**src/rtl/pc_next_ctrl.sv**
```systemverilog
// Next-PC controller: selects the next program counter source, defers a
// redirect that resolves while fetch is busy or stalled, and tracks a sticky
// halt plus a saturating count of applied redirects.
module pc_next_ctrl #(
  parameter int unsigned CNT_W = 16
) (
  input  logic             CLK,
  input  logic             RST,
  input  logic [31:0]      pc,
  input  logic             ihit,
  input  logic             stall,
  input  logic             jmp_req,
  input  logic             jr_req,
  input  logic             br_taken,
  input  logic [25:0]      jaddr,
  input  logic [15:0]      imm16,
  input  logic [31:0]      rdat1_in,
  input  logic             halt_in,
  output logic             updatePC,
  output logic [1:0]       pcSel,
  output logic [31:0]      npc,
  output logic [31:0]      jump,
  output logic [31:0]      rdat1,
  output logic             halted,
  output logic [CNT_W-1:0] redirect_cnt
);

  localparam int unsigned XLEN = 32;

  typedef enum logic [1:0] {
    S_RUN  = 2'b00,
    S_HOLD = 2'b01,
    S_HALT = 2'b10
  } state_e;

  localparam logic [1:0] SEL_NPC  = 2'b00;
  localparam logic [1:0] SEL_JUMP = 2'b01;
  localparam logic [1:0] SEL_RDAT = 2'b10;

  state_e           state_q, state_d;
  logic [XLEN-1:0]  pend_q, pend_d;
  logic             halted_q, halted_d;
  logic [CNT_W-1:0] cnt_q, cnt_d;

  logic [XLEN-1:0]  npc_w, jtgt_w, btgt_w, req_tgt_w, jump_w;
  logic             upd_w, go_w, req_any_w;
  logic [1:0]       sel_w;

  // Target arithmetic shared by the immediate and deferred redirect paths
  always_comb begin
    npc_w     = pc + XLEN'(4);
    jtgt_w    = {npc_w[31:28], jaddr, 2'b00};
    btgt_w    = npc_w + {{14{imm16[15]}}, imm16, 2'b00};
    req_any_w = jr_req | jmp_req | br_taken;
    go_w      = ihit & ~stall;
    if (jr_req)       req_tgt_w = rdat1_in;
    else if (jmp_req) req_tgt_w = jtgt_w;
    else              req_tgt_w = btgt_w;
  end

  // Next-state and output decode; RST forces the PC load off
  always_comb begin
    state_d  = state_q;
    pend_d   = pend_q;
    halted_d = halted_q;
    upd_w    = 1'b0;
    sel_w    = SEL_NPC;
    jump_w   = jmp_req ? jtgt_w : btgt_w;
    unique case (state_q)
      S_RUN: begin
        if (halt_in) begin
          state_d  = S_HALT;
          halted_d = 1'b1;
        end else if (go_w) begin
          upd_w = 1'b1;
          if (jr_req)                   sel_w = SEL_RDAT;
          else if (jmp_req || br_taken) sel_w = SEL_JUMP;
          else                          sel_w = SEL_NPC;
        end else if (req_any_w) begin
          pend_d  = req_tgt_w;
          state_d = S_HOLD;
        end
      end
      S_HOLD: begin
        sel_w  = SEL_JUMP;
        jump_w = pend_q;
        if (halt_in) begin
          pend_d   = '0;
          state_d  = S_HALT;
          halted_d = 1'b1;
        end else if (go_w) begin
          upd_w   = 1'b1;
          state_d = S_RUN;
        end
      end
      S_HALT: begin
        jump_w = '0;
      end
      default: begin
        state_d = S_RUN;
      end
    endcase
    if (RST) begin
      upd_w = 1'b0;
      sel_w = SEL_NPC;
    end
  end

  // Saturating count of cycles that load a non-sequential PC
  always_comb begin
    cnt_d = cnt_q;
    if (upd_w && (sel_w != SEL_NPC) && (cnt_q != {CNT_W{1'b1}})) begin
      cnt_d = cnt_q + CNT_W'(1);
    end
  end

  // State, pending target, halt flag and counter registers
  always_ff @(posedge CLK) begin
    if (RST) begin
      state_q  <= S_RUN;
      pend_q   <= '0;
      halted_q <= 1'b0;
      cnt_q    <= '0;
    end else begin
      state_q  <= state_d;
      pend_q   <= pend_d;
      halted_q <= halted_d;
      cnt_q    <= cnt_d;
    end
  end

  assign updatePC     = upd_w;
  assign pcSel        = sel_w;
  assign npc          = npc_w;
  assign jump         = jump_w;
  assign rdat1        = rdat1_in;
  assign halted       = halted_q;
  assign redirect_cnt = cnt_q;

endmodule

```
**config.mk**
```make
export PLATFORM = sky130hd
export DESIGN_NAME = pc_next_ctrl
export DESIGN_NICKNAME = d
export VERILOG_FILES = /design/src/rtl/pc_next_ctrl.sv
export SDC_FILE = /design/constraint.sdc
export NUM_CORES = 1
export LEC_CHECK = 0
export BUFFER_PORTS_ARGS = -buffer_cell sky130_fd_sc_hd__buf_2
export CORE_ASPECT_RATIO = 0.7
export CORE_MARGIN = 2
export CORE_UTILIZATION = 25
export CTS_CLUSTER_DIAMETER = 80
export DETAILED_ROUTE_END_ITERATION = 10
export GPL_TIMING_DRIVEN = 1
export MAX_ROUTING_LAYER = met4
export PLACE_DENSITY = 0.48
export SYNTH_ARGS = -nofsm -noshare
export SYNTH_HDL_FRONTEND = slang
export SYNTH_SLANG_ARGS = --single-unit
```
**constraint.sdc**
```tcl
create_clock -name CLK -period 14.7 [get_ports CLK]
set_input_delay 2.94 -clock CLK [delete_from_list [all_inputs] [get_ports CLK]]
set_output_delay 2.94 -clock CLK [all_outputs]
set_load 0.1 [all_outputs]
```
# Word-level counts from Yosys, hierarchy flattened
# Index checks and enable logic that the tools add are counted.
# op_classes
n_addsub	3
n_reduce_logical	10
n_bitwise	5
eq_ne	10
n_mux	24
# op_table
operator	count
$mux 32	6
$pmux 32 s2	2
$add 32x3->32 const B	1
$add 32x32->32	1
$mux 2	9
$add 16x1->16 const B	1
$ne 16x16->1 const B	1
$ne 3x3->1 const B	3
$ne 2x2->1 const B	4
$pmux 2 s3	1
$mux 1	5
$reduce_and 5->1	1
$pmux 2 s2	1
$reduce_and 4->1	1
$reduce_bool 2->1	2
$eq 2x1->1 const B	1
$eq 2x2->1 const B	1
$logic_and 1x1->1	2
$logic_not 2->1	1
$not 1->1	2
$or 1x1->1	2
$reduce_and 2->1	1
$reduce_or 2->1	1
$and 1x1->1	1
$logic_or 1x1->1	1
# totals
out_inout_bits	116
wordCells	56
reg_bits	51
inputBits	114

# Longest topological paths before layout
# depth
depth_word	10
depth_mapped	16
depth_no_buf	15

# Least setup slack after synthesis
# OpenSTA, ideal clock, no wires.
# synth_path
path_kind	input -> output
startpoint	in pc[4]
endpoint	out jump[27]
required_time_ns	11.760
cell_stages	14
n_path_buf	2
path_slack_ns	2.515
t_arrival_ns	9.245
path_cell_list	and4_1 -> and2_1 -> clkbuf_1 -> nand4_1 -> xnor2_1 -> ha_1 -> clkbuf_1 -> o21ai_0 -> o221ai_1 -> a311oi_2 -> o31ai_2 -> nand4_1 -> or3b_1 -> o21ai_0
# synth_between
elab_chain_cells	4
# synth_rtl
element	line	source
start: declaration	9	input logic [31:0] pc,
$add 32x3->32	51	npc_w = pc + XLEN'(4);
net npc[17]	21	output logic [31:0] npc,
$add 32x32->32	53	btgt_w = npc_w + {{14{imm16[15]}}, imm16, 2'b00};
$mux 32	68	jump_w = jmp_req ? jtgt_w : btgt_w;
$pmux 32 s2	69	unique case (state_q)
end: declaration	22	output logic [31:0] jump,
# The timed path passes the listed nets, and every way through them passes these cells.

# Worst setup path after layout
# layout_path
startpoint	in pc[17]
endpoint	out jump[31]
# layout_between
elab_chain_cells	4
# layout_rtl
element	line
$add 32x3->32 (*)	51
$add 32x32->32	53
$mux 32 (*)	68
$pmux 32 s2 (*)	69
# Mark *: on every way between the ends. The rest lies on a longest branch, timed or not.

==> impl_metrics.env <==
export IMPL_antenna_found_initial=0
export IMPL_final_common_cell="buf_2"
export IMPL_initial_core_util_pct=25.3
export IMPL_cts_resized=0
export IMPL_routed_wl_um=22000
export IMPL_timing_rr_end="redirect_cnt[9]"
export IMPL_hold_class="reg2reg"
export IMPL_cp_slowest_cell="nor3_1"
export IMPL_hold_path_depth=2
export IMPL_grt_max_degree=52
export IMPL_path_clk_slew_ps=70
export IMPL_drc=0
export IMPL_relSlewSlack_pct=51.3
export IMPL_synth_nets=939
export IMPL_synthCells=787
export IMPL_crit_end="jump[31]"
export IMPL_cts_setup_buffers=0
export IMPL_dieArea_um2=23900
export IMPL_drv_cap=0
export IMPL_h_tree_depth=2
export IMPL_clock_path_buffers=2
export IMPL_syn_area_um2=5670
export IMPL_cp_max_fo=9
export IMPL_grt_pass1_vias=5732
export IMPL_setup_tns_final_ps=0
export IMPL_fill_cells=2472
export IMPL_io_buffers=229
export IMPL_rsz0062_at_grt="false"
export IMPL_row_count=46
export IMPL_hpwlAfterDp_um=17800
export IMPL_synth_seq_area_share_pct=18.0
export IMPL_nets=1107
export IMPL_grt_overflow=0
export IMPL_r2r_setup_slack_ps=12020
export IMPL_crit_path_cell_trace="buf_2, and4_1, nand3_1, nor3_1, nand2_1, xnor2_1, ha_1, and2_1, and2_1, nand4_1, a2111oi_0, or3_1, nand3_2, xnor2_1, o21ai_1, buf_2"
export IMPL_cts_root_buf="clkbuf_16"
export IMPL_via_per_inst=5.09
export IMPL_syn_avg_cell_area_um2=7.21
export IMPL_coreArea_um2=22400
export IMPL_r2r_start="state_q[0]"
export IMPL_p_leak_nw=3.13
export IMPL_async_reset_ff_share_pct=0
export IMPL_grt_total_usage_pct=18.3
export IMPL_via_count=6335
export IMPL_synth_edf_count=0
export IMPL_crit_required_ps=11760
export IMPL_finalSetupViolCount=0
export IMPL_power_density_nw_per_um2=110
export IMPL_final_cell_mix="buf_2, nand2_1, o21ai_0"
export IMPL_io_pin_count=230
export IMPL_end_kind="primary output"
export IMPL_firstDrtPassIters=5
export IMPL_die_w_um=184
export IMPL_tightest_slew_ps=727
export IMPL_drive_above_1_share_pct=27.6
export IMPL_status="finished, final reports clean"
export IMPL_arrival_ps=7090
export IMPL_cts_tree="yes"
export IMPL_synth_seq_cells=51
export IMPL_fin_crit_ps=10030
export IMPL_antenna_cells=0
export IMPL_finClkSkew_ps=5.90
export IMPL_drtAntennaViolNets=0
export IMPL_cp_start_kind="primary input"
export IMPL_ir_drop_mv=0.0579
export IMPL_multi_input_area_um2=4160
export IMPL_fmaxAchievable_mhz=99.7
export IMPL_power_mw=0.765
export IMPL_wl_per_cell_um=17.7
export IMPL_cts_made_buffers=5
export IMPL_die_height_um=130
export IMPL_hold_buffers=0
export IMPL_final_max_slew_viol_count=0
export IMPL_ys_types=67
export IMPL_whs_ps=452
export IMPL_ys_flop_type="dfxtp_1"
export IMPL_hold_violations=0
export IMPL_r2r_cells=10
export IMPL_area_growth_pct=23.2
export IMPL_slowest_delay_ps=570
export IMPL_register_area_um2=1020
export IMPL_grt_pass1_wl_um=33200
export IMPL_min_period_over_period_pct=68.3
export IMPL_crit_start="pc[17]"
export IMPL_path_class="in2out"
export IMPL_drt_iter0_drc=448
export IMPL_place_gp_congestion=0.905
export IMPL_cts_sinks=51
export IMPL_yosysWarnings=0
export IMPL_clk_latency_ps=300
==> how the worst min path moves through the flow <==
stage	startpoint	end	slack, ps
floorplan	pend_q[7]	pend_q[7]	420
global placement	pend_q[15]	pend_q[15]	440
detailed placement	pend_q[30]	pend_q[30]	440
CTS	pend_q[30]	pend_q[30]	450
global route	pend_q[30]	pend_q[30]	470
finish	pend_q[30]	pend_q[30]	450
==> report_power, final <==
| group | leakage, nW | switching (mW) | internal, mW | total [mW] |
|---|---|---|---|---|
| clock | 0.0717 | 0.0605 | 0.0643 | 0.125 |
| combinational | 2.64 | 0.387 | 0.0998 | 0.487 |
| sequential | 0.415 | 0.00517 | 0.148 | 0.154 |
==> sequential cells by signal (all words and copies together) (netlist names) <==
signal / flops
pend_q: 32
halted: 1
state_q: 2
redirect_cnt: 16
==> stage by stage <==
stage               worst slack, ps  utilization (%)  cell area (um2)  std cells
floorplan                      2510                -             5670        787
global placement               4780             30.5             6840       1236
detailed placement             4780             30.5             6840       1236
CTS                            4750             31.1             6990       1244
global route                   4380             31.1             6990       1244
finish                         4670             31.1             6990       1244
==> final cells by class <==
cell class | instances | area share (%)
multi-input cells | 638 | 59.6
repair buffers | 238 | 17.4
flip-flops and latches | 51 | 14.6
well taps | 288 | 5.16
clock buffers | 5 | 1.79
inverters | 21 | 1.13
clock inverters | 3 | 0.340
==> worst max-delay path: cells and delay by family <==
family	cells	cell delay, ps
buffers and inverters	2	570
AO/OA/AOI/OAI	2	560
AND/OR/NAND/NOR	9	2170
adder cells (fa/ha/maj)	1	470
XOR/XNOR	2	360
==> cell usage after synthesis, types with 5 or more instances <==
library cell	instances	share of area [%]
nor3_1	24	2.1
nand2b_1	9	0.99
nand4_1	17	1.9
clkbuf_1	39	2.6
a21oi_1	52	4.6
a22oi_1	5	0.66
o21ai_1	5	0.44
xor2_1	23	3.6
nand3_1	34	3.0
dfxtp_1	51	18
a211oi_1	8	1.1
and3_1	16	1.8
inv_1	20	1.3
or3_1	9	0.99
a32oi_1	12	1.9
nand2_1	78	5.2
and4_1	6	0.93
o21ai_0	74	6.5
ha_1	37	8.2
buf_4	34	4.5
nor2_1	66	4.4
o211ai_1	5	0.66
nor2b_1	7	0.77
xnor2_1	35	5.4
a21o_1	14	1.9
mux2i_1	26	4.6
and2_1	6	0.66
==> cell families (layout without fill, tap and decap cells) <==
logic type	count (synthesis)	in the layout	share of synthesized area, %
buffers and inverters	98	267	8.76
multiplexers	26	26	4.59
XOR/XNOR	58	58	8.96
AO/OA/AOI/OAI	223	223	25.4
adder cells (fa/ha/maj)	38	38	8.52
AND/OR/NAND/NOR	293	293	25.8
flip-flops	51	51	18.0
==> routing by layer <==
metal	global-route usage (%)	share of wire, %	vias to the layer above
li1	-	-	3169
met1	27.4	52	2936
met2	26.2	41	217
met3	2.96	5.9	13
met4	2.02	0.76	0
met5	-	0	-
No activity file was read; power rests on OpenSTA's default activity.
